## config.mk

```make
export PLATFORM = sky130hd
export DESIGN_NAME = prirv32_lsu
export DESIGN_NICKNAME = d
export VERILOG_FILES = /design/src/rtl/prirv32_pkg.sv /design/src/rtl/prirv32_lsu_align.sv /design/src/rtl/prirv32_lsu.sv
export SDC_FILE = /design/constraint.sdc
export NUM_CORES = 1
export LEC_CHECK = 0
export BUFFER_PORTS_ARGS = -buffer_cell sky130_fd_sc_hd__clkbuf_2
export CAP_MARGIN = 30
export CORE_MARGIN = 2
export CORE_UTILIZATION = 25
export CTS_CLUSTER_SIZE = 12
export DETAILED_ROUTE_END_ITERATION = 10
export PLACE_DENSITY = 0.48
export REMOVE_ABC_BUFFERS = 1
export SETUP_SLACK_MARGIN = 0.02
export SYNTH_ARGS = -nofsm -noshare
export SYNTH_HDL_FRONTEND = slang
export SYNTH_HIERARCHICAL = 1
export SYNTH_SLANG_ARGS = --single-unit
```

## constraint.sdc

```tcl
create_clock -name clk_i -period 4.47 [get_ports clk_i]
set_clock_uncertainty 0.1 [all_clocks]
set_input_delay 0.2235 -clock clk_i [delete_from_list [all_inputs] [get_ports clk_i]]
set_output_delay 0.2235 -clock clk_i [all_outputs]
set_load 0.05 [all_outputs]
```

## src/rtl/prirv32_pkg.sv

```systemverilog
// prirv32_pkg: shared definitions for the priRV32 load/store unit.
//   - lsu_state_e : FSM state encoding (IDLE, REQ, RESP)
//   - OP_*        : bit positions of the one-hot opcode slice {lb,lh,lw,lbu,lhu,sb,sh,sw}
//   - lsu_op_e    : compact opcode held internally after priority decode
//   - WSTRB_*     : base byte-strobe patterns, shifted into place per lane
//   - helpers     : opcode decode, size classification, alignment helpers
package prirv32_pkg;

  typedef enum logic [1:0] {
    ST_IDLE = 2'd0,
    ST_REQ  = 2'd1,
    ST_RESP = 2'd2
  } lsu_state_e;

  // lb is the MSB of the slice, sw the LSB.
  localparam int OP_LB  = 7;
  localparam int OP_LH  = 6;
  localparam int OP_LW  = 5;
  localparam int OP_LBU = 4;
  localparam int OP_LHU = 3;
  localparam int OP_SB  = 2;
  localparam int OP_SH  = 1;
  localparam int OP_SW  = 0;

  typedef enum logic [2:0] {
    LSU_LB, LSU_LH, LSU_LW, LSU_LBU, LSU_LHU, LSU_SB, LSU_SH, LSU_SW
  } lsu_op_e;

  localparam logic [3:0] WSTRB_BYTE = 4'b0001;
  localparam logic [3:0] WSTRB_HALF = 4'b0011;
  localparam logic [3:0] WSTRB_WORD = 4'b1111;

  // When several opcode bits are set, the first one in listed order (lb) wins.
  // Caller guarantees at least one bit is set.
  function automatic lsu_op_e op_decode(input logic [7:0] op);
    lsu_op_e r;
    if (op[OP_LB])       r = LSU_LB;
    else if (op[OP_LH])  r = LSU_LH;
    else if (op[OP_LW])  r = LSU_LW;
    else if (op[OP_LBU]) r = LSU_LBU;
    else if (op[OP_LHU]) r = LSU_LHU;
    else if (op[OP_SB])  r = LSU_SB;
    else if (op[OP_SH])  r = LSU_SH;
    else                 r = LSU_SW;
    return r;
  endfunction

  function automatic logic op_is_load(input lsu_op_e op);
    return (op == LSU_LB) || (op == LSU_LH) || (op == LSU_LW) ||
           (op == LSU_LBU) || (op == LSU_LHU);
  endfunction

  function automatic logic op_is_half(input lsu_op_e op);
    return (op == LSU_LH) || (op == LSU_LHU) || (op == LSU_SH);
  endfunction

  function automatic logic op_is_word(input lsu_op_e op);
    return (op == LSU_LW) || (op == LSU_SW);
  endfunction

  // Clear the low address bits that the access size cannot use.
  function automatic logic [1:0] align_low(input lsu_op_e op, input logic [1:0] lo);
    logic [1:0] r;
    if (op_is_word(op))      r = 2'b00;
    else if (op_is_half(op)) r = {lo[1], 1'b0};
    else                     r = lo;
    return r;
  endfunction

  function automatic logic is_misaligned(input lsu_op_e op, input logic [1:0] lo);
    logic r;
    if (op_is_word(op))      r = (lo != 2'b00);
    else if (op_is_half(op)) r = lo[0];
    else                     r = 1'b0;
    return r;
  endfunction

endpackage

```

## src/rtl/prirv32_lsu_align.sv

```systemverilog
// prirv32_lsu_align: combinational lane steering for the load/store unit.
// Ports:
//   op         in  opcode of the access in flight
//   addr_lo    in  byte offset within the word (already size-aligned)
//   wdata      in  raw store data (rs2)
//   rdata      in  raw word from the data bus
//   wstrb      out byte strobes (0 for loads)
//   store_data out store data replicated across lanes
//   load_data  out shifted and sign/zero-extended load result
module prirv32_lsu_align
  import prirv32_pkg::*;
(
  input  lsu_op_e     op,
  input  logic [1:0]  addr_lo,
  input  logic [31:0] wdata,
  input  logic [31:0] rdata,
  output logic [3:0]  wstrb,
  output logic [31:0] store_data,
  output logic [31:0] load_data
);

  logic [31:0] shifted;

  assign shifted = rdata >> {addr_lo, 3'b000};

  always_comb begin
    wstrb      = 4'b0000;
    store_data = 32'h0;
    load_data  = 32'h0;
    case (op)
      LSU_LB:  load_data = {{24{shifted[7]}}, shifted[7:0]};
      LSU_LH:  load_data = {{16{shifted[15]}}, shifted[15:0]};
      LSU_LW:  load_data = shifted;
      LSU_LBU: load_data = {24'h0, shifted[7:0]};
      LSU_LHU: load_data = {16'h0, shifted[15:0]};
      LSU_SB: begin
        wstrb      = WSTRB_BYTE << addr_lo;
        store_data = {4{wdata[7:0]}};
      end
      LSU_SH: begin
        wstrb      = WSTRB_HALF << {addr_lo[1], 1'b0};
        store_data = {2{wdata[15:0]}};
      end
      LSU_SW: begin
        wstrb      = WSTRB_WORD;
        store_data = wdata;
      end
      default: ;
    endcase
  end

endmodule

```

## src/rtl/prirv32_lsu.sv

```systemverilog
// prirv32_lsu: single-beat load/store unit behind the execute stage.
// Optional feature macro: PRIRV32_MISALIGN_TRAP_EN
//   defined   -> misaligned lh/lhu/sh/lw/sw skip the bus and report misalign_o
//   undefined -> offending low address bits are cleared, misalign_o stays 0
// Parameter: TIMEOUT_CYCLES (1..65535) REQ cycles without ready before abort.
// Ports:
//   clk_i, rst_n                    clock, async active-low reset
//   start_i, lsu_op_i, addr_i,
//   wdata_i, rd_i                   request from execute (sampled in IDLE)
//   busy_o, done_o, err_o,
//   misalign_o                      status; done_o is a one-cycle pulse
//   rd_wr_en_o, rd_o, rd_wdata_o    register-file write port
//   mem_valid_o, mem_ready_i,
//   mem_addr_o, mem_wdata_o,
//   mem_wstrb_o, mem_rdata_i        data-memory port
// Bus handshake: mem_valid_o is held high with mem_addr/wdata/wstrb stable
// until the cycle mem_ready_i is sampled high; mem_rdata_i is valid in that
// same cycle and is captured on that clock edge.
module prirv32_lsu
  import prirv32_pkg::*;
#(
  parameter int TIMEOUT_CYCLES = 255
) (
  input  logic        clk_i,
  input  logic        rst_n,
  input  logic        start_i,
  input  logic [7:0]  lsu_op_i,
  input  logic [31:0] addr_i,
  input  logic [31:0] wdata_i,
  input  logic [4:0]  rd_i,
  output logic        busy_o,
  output logic        done_o,
  output logic        rd_wr_en_o,
  output logic [4:0]  rd_o,
  output logic [31:0] rd_wdata_o,
  output logic        err_o,
  output logic        misalign_o,
  output logic        mem_valid_o,
  input  logic        mem_ready_i,
  output logic [31:0] mem_addr_o,
  output logic [31:0] mem_wdata_o,
  output logic [3:0]  mem_wstrb_o,
  input  logic [31:0] mem_rdata_i
);

  localparam logic [15:0] TMO_LAST = 16'(TIMEOUT_CYCLES);

  lsu_state_e  state_q, state_d;
  lsu_op_e     op_q, op_in;
  logic [31:0] addr_q, wdata_q;
  logic [4:0]  rd_q;
  logic        err_q, mis_q;
  logic [15:0] cnt_q;
  logic        accept, trap;
  logic [3:0]  wstrb;
  logic [31:0] store_data, load_data;

  assign op_in  = op_decode(lsu_op_i);
  assign accept = (state_q == ST_IDLE) && start_i && (lsu_op_i != 8'h00);

`ifdef PRIRV32_MISALIGN_TRAP_EN
  assign trap = is_misaligned(op_in, addr_i[1:0]);
`else
  assign trap = 1'b0;
`endif

  always_ff @(posedge clk_i or negedge rst_n) begin
    if (!rst_n) state_q <= ST_IDLE;
    else        state_q <= state_d;
  end

  always_comb begin
    state_d = state_q;
    case (state_q)
      ST_IDLE: if (accept) state_d = trap ? ST_RESP : ST_REQ;
      // Ready is checked before the counter so a ready on the last
      // allowed cycle still counts as success.
      ST_REQ: begin
        if (mem_ready_i)             state_d = ST_RESP;
        else if (cnt_q == TMO_LAST)  state_d = ST_RESP;
      end
      ST_RESP: state_d = ST_IDLE;
      default: state_d = ST_IDLE;
    endcase
  end

  always_ff @(posedge clk_i or negedge rst_n) begin
    if (!rst_n) begin
      op_q       <= LSU_LB;
      addr_q     <= 32'h0;
      wdata_q    <= 32'h0;
      rd_q       <= 5'd0;
      err_q      <= 1'b0;
      mis_q      <= 1'b0;
      cnt_q      <= 16'd0;
      rd_o       <= 5'd0;
      rd_wdata_o <= 32'h0;
    end else begin
      case (state_q)
        ST_IDLE: begin
          if (accept) begin
            op_q    <= op_in;
            addr_q  <= {addr_i[31:2], align_low(op_in, addr_i[1:0])};
            wdata_q <= wdata_i;
            rd_q    <= rd_i;
            err_q   <= 1'b0;
            mis_q   <= trap;
            cnt_q   <= 16'd0;
            // A trapped access goes straight to RESP, so rd_o updates now.
            if (trap) rd_o <= rd_i;
          end
        end
        ST_REQ: begin
          if (mem_ready_i) begin
            rd_o <= rd_q;
            if (op_is_load(op_q)) rd_wdata_o <= load_data;
          end else if (cnt_q == TMO_LAST) begin
            err_q <= 1'b1;
            rd_o  <= rd_q;
          end else begin
            cnt_q <= cnt_q + 16'd1;
          end
        end
        ST_RESP: cnt_q <= 16'd0;
        default: ;
      endcase
    end
  end

  prirv32_lsu_align u_align (
    .op         (op_q),
    .addr_lo    (addr_q[1:0]),
    .wdata      (wdata_q),
    .rdata      (mem_rdata_i),
    .wstrb      (wstrb),
    .store_data (store_data),
    .load_data  (load_data)
  );

  assign busy_o      = (state_q != ST_IDLE);
  assign done_o      = (state_q == ST_RESP);
  assign err_o       = done_o & err_q;
  assign misalign_o  = done_o & mis_q;
  assign rd_wr_en_o  = done_o & op_is_load(op_q) & ~err_q & ~mis_q & (rd_q != 5'd0);

  assign mem_valid_o = (state_q == ST_REQ);
  assign mem_addr_o  = mem_valid_o ? {addr_q[31:2], 2'b00} : 32'h0;
  assign mem_wdata_o = mem_valid_o ? store_data : 32'h0;
  assign mem_wstrb_o = mem_valid_o ? wstrb : 4'b0000;

endmodule
```

==> impl_metrics.yaml, run 1 <==
route:
  drc: 0
  viasPerCell: 4.50
  final_antenna_net_count: 0
  initialDrtViolationCount: 315
  finalWirelength_mm: 22.2
  wire_per_inst_microns: 15.3
  dr.pass1.iters: 4
  vias: 6552
synthesis:
  syn_area_sq_mm: 0.00705
  synth_cells: 803
  postSynthAreaPerCell_sq_um: 8.78
  synthArstFlopShare_pct: 100
  ys_ff_latch: 128
  synth-seq-area-share_pct: 45.4
  synth_top_cell_by_area: "dfrtp_1"
  synth_top_cell_area_share_pct: 45.4
  ys.warnings.count: 6
  synth_edf_count: 0
  yosysMostFrequentCell: "nand2_1"
  synth.area.top_cells: "dfrtp_1, nand2_1, and2_1"
  ys_types: 53
  synth_top_flop_cell: "dfrtp_1"
  synth_common_cells: "nand2_1, dfrtp_1, and2_1"
clocking:
  root_buffer: "clkbuf_16"
  clock_path_buffers: 2
  cts_num_sinks: 128
  cts_resized: 0
  post_cts_buffers: 0
  clk_latency_ns: 0.41
  htree_levels: 4
  clk_pin_slew_ns: 0.05
  cts_tree: "built"
  cts_made_buffers: 17
timing:
  tightest_slew_ns: 0.949
  finalHoldViolCount: 0
  setup_ws_ns: 1.26
  fmax_mhz: 312
  setup_viol: 0
  max_slew_margin_pct: 36.6
  min_period_ns: 3.21
  whs_ns: 0.00494
  period_share_pct: 71.7
  finalMaxSlewViolations: 0
  rsz0062_at_grt: "false"
setup_path:
  critPathMaxFanout: 47
  critPathTopFamily: "simple AND/OR/NAND/NOR gates"
  r2r_cells: 5
  cp_slowest_cell: "dfrtp_2"
  crit_path_end_kind: "primary output"
  cp.arrival_ns: 2.88
  worstPathRequired_ns: 4.15
  path_buf_inv: 1
  cp.depth: 5
  cp_cell_sequence: "nor2b_1 -> a22oi_1 -> nor2_1 -> and2_1 -> clkbuf_2"
  path_class: "register to primary output"
  max_stage_delay_ns: 0.87
  start_kind: "register"
placed_design:
  dp_hpwl_mm: 15.0
  place_ws_ns: 1.51
  port_buffers: 220
  gp_routability_congestion: 0.783
power_and_ir_drop:
  power_mw: 6.13
  p_per_area_mw_per_mm2: 632
  leakage_nw: 4.86
  ir_drop_uv: 239
floorplan:
  dieArea_sq_mm: 0.0296
  coreArea_sq_mm: 0.0278
  die_width_microns: 172
  start_util_pct: 25.4
  io_pins: 224
  die_h_microns: 172
  rows: 61
final_layout:
  fin_util_pct: 34.9
  drive_above_1_share_pct: 29.1
  syn2layout_area_growth_pct: 37.5
  layout.nets: 1178
grt:
  antenna_found_initial: 2
  grt_usage_pct: 15.1
  grt_pass1_wl_mm: 34.9
  grt_max_degree: 91
  grt_pass1_vias: 6466
  grt_overflow: 0
min_path:
  min_path_type: "input pin to register"
  hold_depth: 2
flow_run:
  cap_viol_max_count: 0
run_status:
  status: "finished clean"
[area by class of cell]
type                            instances  area [sq um]
Antenna cell                            1          2.50
Multi-Input combinational cell        611          3580
Inverter                                9          33.8
Clock buffer                           20           447
Fill cell                            2980         18100
Timing Repair Buffer                  297          1870
Clock inverter                         12          87.6
Tap cell                              378           473
Sequential cell                       128          3200
[metrics by stage]
step           instance area (sq um)  cells  setup TNS (ns)
4_1_cts                         9700   1455               0
3_3_place_gp                    8470   1354               0
2_1_floorplan                   6800    748          -13.26
6_report                        9700   1456               0
5_1_grt                         9700   1456               0
3_5_place_dp                    8470   1354               0
[report_power, final]
group / total [mW] / switching (mW) / internal, mW
registers: 1.95 / 0.358 / 1.59
logic: 2.91 / 2.00 / 0.909
clock network: 1.26 / 0.540 / 0.724
total: 6.13 / 2.90 / 3.23
[registers in the layout, summed over array words and instances (netlist names)]
register / count
rd_q: 5
err_q: 1
rd_wdata_o: 32
op_q: 3
wdata_q: 32
cnt_q: 16
state_q: 2
rd_o: 5
addr_q: 32
[placed cells by master, fill, tap and decap left out, types with 21 or more instances in the layout]
cell	synthesis	layout
a21oi_1	42	42
and2_1	77	77
clkbuf_2	1	219
dfrtp_1	128	127
dlygate4sd3_1	0	69
mux2_2	33	33
mux2i_1	23	23
nand2_1	215	215
nor2_1	37	36
nor2b_1	22	21
o21ai_0	22	22
[cells by family after synthesis]
family | share of synthesized area (%)
multiplexers | 9.33
AO/OA/AOI/OAI | 12.9
flip-flops | 45.4
AND/OR/NAND/NOR | 27.4
buffers and inverters | 4.22
other | 0.0532
adder cells (fa/ha/maj) | 0.177
XOR/XNOR | 0.497
[routing by layer]
metal | GRT usage [%] | up-vias | share of wire (%)
li1 | - | 3223 | -
met1 | 19.6 | 3135 | 45
met2 | 25.2 | 177 | 48
met3 | 4.30 | 15 | 5.6
met4 | 3.22 | 2 | 0.90
met5 | 0 | - | 0.058
[final timing paths]
path	slack (ns)	startpoint	to
max	1.26	op_q[1]	mem_wdata_o[18]
min	0.005	lsu_op_i[7]	op_q[0]
max reg2reg	1.52	op_q[1]	rd_wdata_o[27]
min reg2reg	0.37	addr_q[5]	addr_q[5]
max in group asynchronous	2.80	rst_n	addr_q[30]
min in group asynchronous	0.37	rst_n	wdata_q[0]
[what timing repair did]
item | in CTS | in global routing
hold buffers | 69 | 0
endpoints found under the setup margin | 0 | 0
endpoints found under the hold margin | 157 | 0
(Power assumes the default switching activity.)
==> inputs of run 2 (changes only) <==
--- a/config.mk
+++ b/config.mk
@@ -11,7 +11,7 @@
 export CORE_UTILIZATION = 25
 export CTS_CLUSTER_SIZE = 12
 export DETAILED_ROUTE_END_ITERATION = 10
-export PLACE_DENSITY = 0.48
+export PLACE_DENSITY = 0.5
 export REMOVE_ABC_BUFFERS = 1
 export SETUP_SLACK_MARGIN = 0.02
 export SYNTH_ARGS = -nofsm -noshare
==> constraint.sdc (replaced) <==
create_clock -name clk_i -period 2.55 [get_ports clk_i]
set_clock_uncertainty 0.1 [all_clocks]
set_input_delay 0.1275 -clock clk_i [delete_from_list [all_inputs] [get_ports clk_i]]
set_output_delay 0.1275 -clock clk_i [all_outputs]
set_load 0.05 [all_outputs]
==> impl_metrics.yaml, run 2 (synthesis results as in run 1) <==
grt:
  grt_overflow: 0
  grt_use_met3_pct: 3.71
  antenna_found_initial: 2
  met1_usage_pct: 20.5
  use_met2_pct: 25.4
  grt_pass1_vias: 6575
  grt_max_degree: 86
  grt_pass1_wl_mm: 35.5
  grt_usage_pct: 15.4
  grt_busiest_layer: "met2"
timing:
  rsz0062_at_grt: "false"
  min_period_ns: 2.33
  fin_tns_setup_ns: 0
  period_share_pct: 91.3
  fmax_mhz: 429
  finalHoldViolCount: 0
  whs_ns: 0.0220
  setup_viol: 0
  tightest_slew_ns: 0.700
  max_slew_margin_pct: 53.2
  finalMaxSlewViolations: 0
clocking:
  post_cts_buffers: 0
  cts_num_sinks: 128
  root_buffer: "clkbuf_16"
  htree_levels: 4
  clk_latency_ns: 0.42
  cts_tree: "built"
  clk_pin_slew_ns: 0.06
  cts_made_buffers: 17
  clock_path_buffers: 2
floorplan:
  rows: 61
  coreArea_sq_mm: 0.0278
  io_pins: 224
  die_width_microns: 172
  die_h_microns: 172
  dieArea_sq_mm: 0.0296
  start_util_pct: 25.4
route:
  viasPerCell: 4.43
  dr.pass1.iters: 4
  finalWirelength_mm: 22.3
  final_antenna_net_count: 0
  drc: 0
  vias: 6562
  wire_per_inst_microns: 15.1
  initialDrtViolationCount: 334
final_layout:
  layout.nets: 1202
  nFillCells: 2923
  fin_util_pct: 36.6
  layout_common_cells: "nand2_1, clkbuf_2, dfrtp_1"
  top_regs: "addr_q (32), rd_wdata_o (32), wdata_q (32)"
  final_common_cell: "nand2_1"
  drive_above_1_share_pct: 30.0
  syn2layout_area_growth_pct: 44.0
  layout.area.seq_sq_mm: 0.00321
  multi_input_area_sq_mm: 0.00358
setup_path:
  cp.arrival_ns: 2.10
  start_kind: "register"
  critPathMaxFanout: 34
  startpoint: "addr_q[0]"
  worstPathRequired_ns: 2.32
  endpoint: "mem_wstrb_o[3]"
  path_class: "register to primary output"
  r2r_slack_ns: 0.40
  crit_path_end_kind: "primary output"
  r2r-start: "cnt_q[9]"
  r2r_cells: 4
  reg2reg_to: "rd_o[0]"
run_status:
  status: "finished clean"
placed_design:
  gp_routability_congestion: 0.722
  port_buffers: 220
  dp_hpwl_mm: 14.9
min_path:
  min_path_type: "input pin to register"
  hold_depth: 4
power_and_ir_drop:
  p_per_area_mw_per_mm2: 1120
  leakage_nw: 5.05
  power_mw: 11.4
  ir_drop_uv: 553
flow_run:
  cap_viol_max_count: 0
## run 2: layer usage
metal  wire length [microns]  part of all wire, %
met4                     223                  1.0
met2                   10300                   46
met5                       0                    0
met1                   10600                   47
met3                    1270                  5.7
## run 2: report_power, final
group / switching, mW / internal (mW)
clock network: 1.01 / 1.68
registers: 0.525 / 2.79
logic: 3.63 / 1.72
## run 2: area by class of cell
| cell class | instances | area share (%) |
|---|---|---|
| diodes | 2 | 0.0493 |
| well taps | 378 | 4.66 |
| multi-input cells | 611 | 35.3 |
| inverters | 9 | 0.333 |
| clock inverters | 14 | 1.98 |
| clock buffers | 18 | 4.32 |
| repair buffers | 321 | 21.8 |
| flip-flops and latches | 128 | 31.6 |
## run 2: how the worst min path moves through the flow
stage / startpoint / end
4_1_cts: lsu_op_i[3] / addr_q[0]
6_report: lsu_op_i[3] / addr_q[0]
3_3_place_gp: rst_n / wdata_q[13]
3_5_place_dp: rst_n / wdata_q[13]
5_1_grt: lsu_op_i[3] / addr_q[0]
2_1_floorplan: rst_n / addr_q[0]
## run 2: what timing repair did
item | 4_1_cts | 5_1_grt
gates resized for setup | 0 | 3
setup endpoints to repair | 0 | 10
endpoints found under the hold margin | 206 | 0
hold buffers | 80 | 0
## run 2: stage by stage
step	cell area, sq um	instances	worst slack [ns]
5_1_grt	10200	1481	0.0693
6_report	10200	1481	0.221
2_1_floorplan	6800	748	-2.33
3_3_place_gp	8700	1367	0.402
4_1_cts	10100	1479	0.0544
3_5_place_dp	8700	1367	0.331
## run 2: critical path: stages (launching register included)
cell,delay [ns]
dfrtp_2,0.46
buf_4,0.42
a21o_1,0.19
nand2_1,0.05
a21oi_1,0.14
and2_1,0.13
clkbuf_2,0.27
==> inputs of run 3 (changes only) <==
--- a/config.mk
+++ b/config.mk
@@ -11,7 +11,7 @@
 export CORE_UTILIZATION = 25
 export CTS_CLUSTER_SIZE = 12
 export DETAILED_ROUTE_END_ITERATION = 10
-export PLACE_DENSITY = 0.5
+export PLACE_DENSITY = 0.48
 export REMOVE_ABC_BUFFERS = 1
 export SETUP_SLACK_MARGIN = 0.02
 export SYNTH_ARGS = -nofsm -noshare
==> constraint.sdc (replaced) <==
create_clock -name clk_i -period 2.75 [get_ports clk_i]
set_clock_uncertainty 0.1 [all_clocks]
set_input_delay 0.1375 -clock clk_i [delete_from_list [all_inputs] [get_ports clk_i]]
set_output_delay 0.1375 -clock clk_i [all_outputs]
set_load 0.05 [all_outputs]
==> impl_metrics.yaml, run 3 (synthesis results as in run 1) <==
run_status:
  status: "finished clean"
power_and_ir_drop:
  leakage_nw: 4.98
  p_per_area_mw_per_mm2: 1030
  ir_drop_uv: 398
timing:
  whs_ns: 0.0356
  fmax_mhz: 396
  tightest_slew_ns: 0.780
  fin_tns_setup_ns: 0
  setup_viol: 0
  rsz0062_at_grt: "false"
  min_period_ns: 2.52
  period_share_pct: 91.7
  max_slew_margin_pct: 48.0
  finalMaxSlewViolations: 0
  finalHoldViolCount: 0
floorplan:
  dieArea_sq_mm: 0.0296
  die_width_microns: 172
  start_util_pct: 25.4
  coreArea_sq_mm: 0.0278
  io_pins: 224
  die_h_microns: 172
  rows: 61
setup_path:
  path_class: "register to primary output"
  worstPathRequired_ns: 2.51
  max_stage_delay_ns: 0.55
  reg2reg_to: "rd_wdata_o[15]"
  r2r_cells: 4
  cp_cell_sequence: "buf_4 -> nor2b_1 -> a21oi_1 -> a211oi_1 -> and2_1 -> clkbuf_2"
  cp_slowest_cell: "dfrtp_2"
  start_kind: "register"
  critPathMaxFanout: 25
  crit_path_end_kind: "primary output"
  cp.arrival_ns: 2.29
  r2r-start: "addr_q[1]"
  r2r_slack_ns: 0.59
final_layout:
  layout.area.seq_sq_mm: 0.00321
  design_area_sq_mm: 0.0100
  nFillCells: 2952
  multi_input_area_sq_mm: 0.00358
  layout.nets: 1195
  layout_common_cells: "nand2_1, clkbuf_2, dfrtp_1"
  top_regs: "addr_q (32), rd_wdata_o (32), wdata_q (32)"
  drive_above_1_share_pct: 29.6
  final_common_cell: "nand2_1"
  syn2layout_area_growth_pct: 42.2
  stdcell_count: 1475
clocking:
  clock_path_buffers: 2
  clk_latency_ns: 0.41
  clk_pin_slew_ns: 0.06
  root_buffer: "clkbuf_16"
  htree_levels: 4
  cts_tree: "built"
  cts_made_buffers: 17
  cts_num_sinks: 128
  post_cts_buffers: 0
route:
  finalWirelength_mm: 22.4
  route.met3.wl_mm: 1.09
  drc: 0
  wirelength_met1_mm: 10.1
  initialDrtViolationCount: 288
  viasPerCell: 4.45
  vias: 6560
  wire_per_inst_microns: 15.2
  routed-wl-met2_mm: 10.8
  top_layer: "met4"
  final_antenna_net_count: 0
  dr.pass1.iters: 4
grt:
  grt_usage_pct: 15.3
  antenna_found_initial: 2
  grt_pass1_vias: 6625
  grt_max_degree: 69
  grt_overflow: 0
  grt_pass1_wl_mm: 35.4
placed_design:
  post_dp_cell_area_sq_mm: 0.00866
  dp_hpwl_mm: 15.4
  gp_routability_congestion: 0.782
  dp.cells: 1364
  port_buffers: 220
min_path:
  hold_path_startpoint: "mem_rdata_i[25]"
  min_path_type: "input pin to register"
  hold_depth: 3
  hold_end: "rd_wdata_o[25]"
flow_run:
  cap_viol_max_count: 0
-- run 3: what timing repair did --
action | 4_1_cts | 5_1_grt
gates resized for setup | 0 | 1
hold buffers | 76 | 0
endpoints found under the hold margin | 134 | 0
endpoints found under the setup margin | 0 | 1
-- run 3: per-stage QoR --
step	utilization (%)	power, mW	setup WS (ns)
after floorplan	-	6.52	-2.13
after global placement	31.2	8.00	0.580
after detailed placement	31.2	8.03	0.550
after CTS	36.1	10.5	0.151
after global routing	36.1	11.1	0.0290
final	36.1	10.4	0.227
-- run 3: layer usage --
layer / vias to the layer above / global-route usage [%]
met1: 3112 / 19.3
met4: 0 / 4.64
li1: 3257 / -
met5: - / 0
met2: 170 / 26.1
met3: 21 / 3.55
-- run 3: worst max-delay path by stage --
stage / startpoint / endpoint / cells after the start
floorplan: state_q[1] / rd_wdata_o[0] / 3
global placement: op_q[0] / rd_wdata_o[1] / 5
detailed placement: op_q[0] / rd_wdata_o[14] / 5
CTS: op_q[0] / mem_wdata_o[5] / 7
global route: op_q[1] / mem_wdata_o[28] / 6
finish: op_q[1] / mem_wdata_o[28] / 6
-- run 3: area by class of cell --
type | instances | area share (%)
antenna | 3 | 0.0749
inverter | 9 | 0.337
sequential | 128 | 32.0
tap | 378 | 4.72
timing repair buffer | 314 | 21.2
clock inverter | 13 | 1.63
multi-input combinational | 611 | 35.7
clock buffer | 19 | 4.32
-- run 3: where the power goes --
part           total [mW]  leakage (nW)  switching, mW  internal (mW)
Clock                2.32         0.276          0.895           1.43
Sequential           3.13          1.61          0.542           2.59
Combinational        4.91          3.10           3.33           1.58
-- run 3: critical path, delay by kind of cell (launching register included) --
family	cells	cell delay, ns
AO/OA/AOI/OAI	2	0.42
buffers and inverters	2	0.56
flip-flops	1	0.55
AND/OR/NAND/NOR	2	0.35
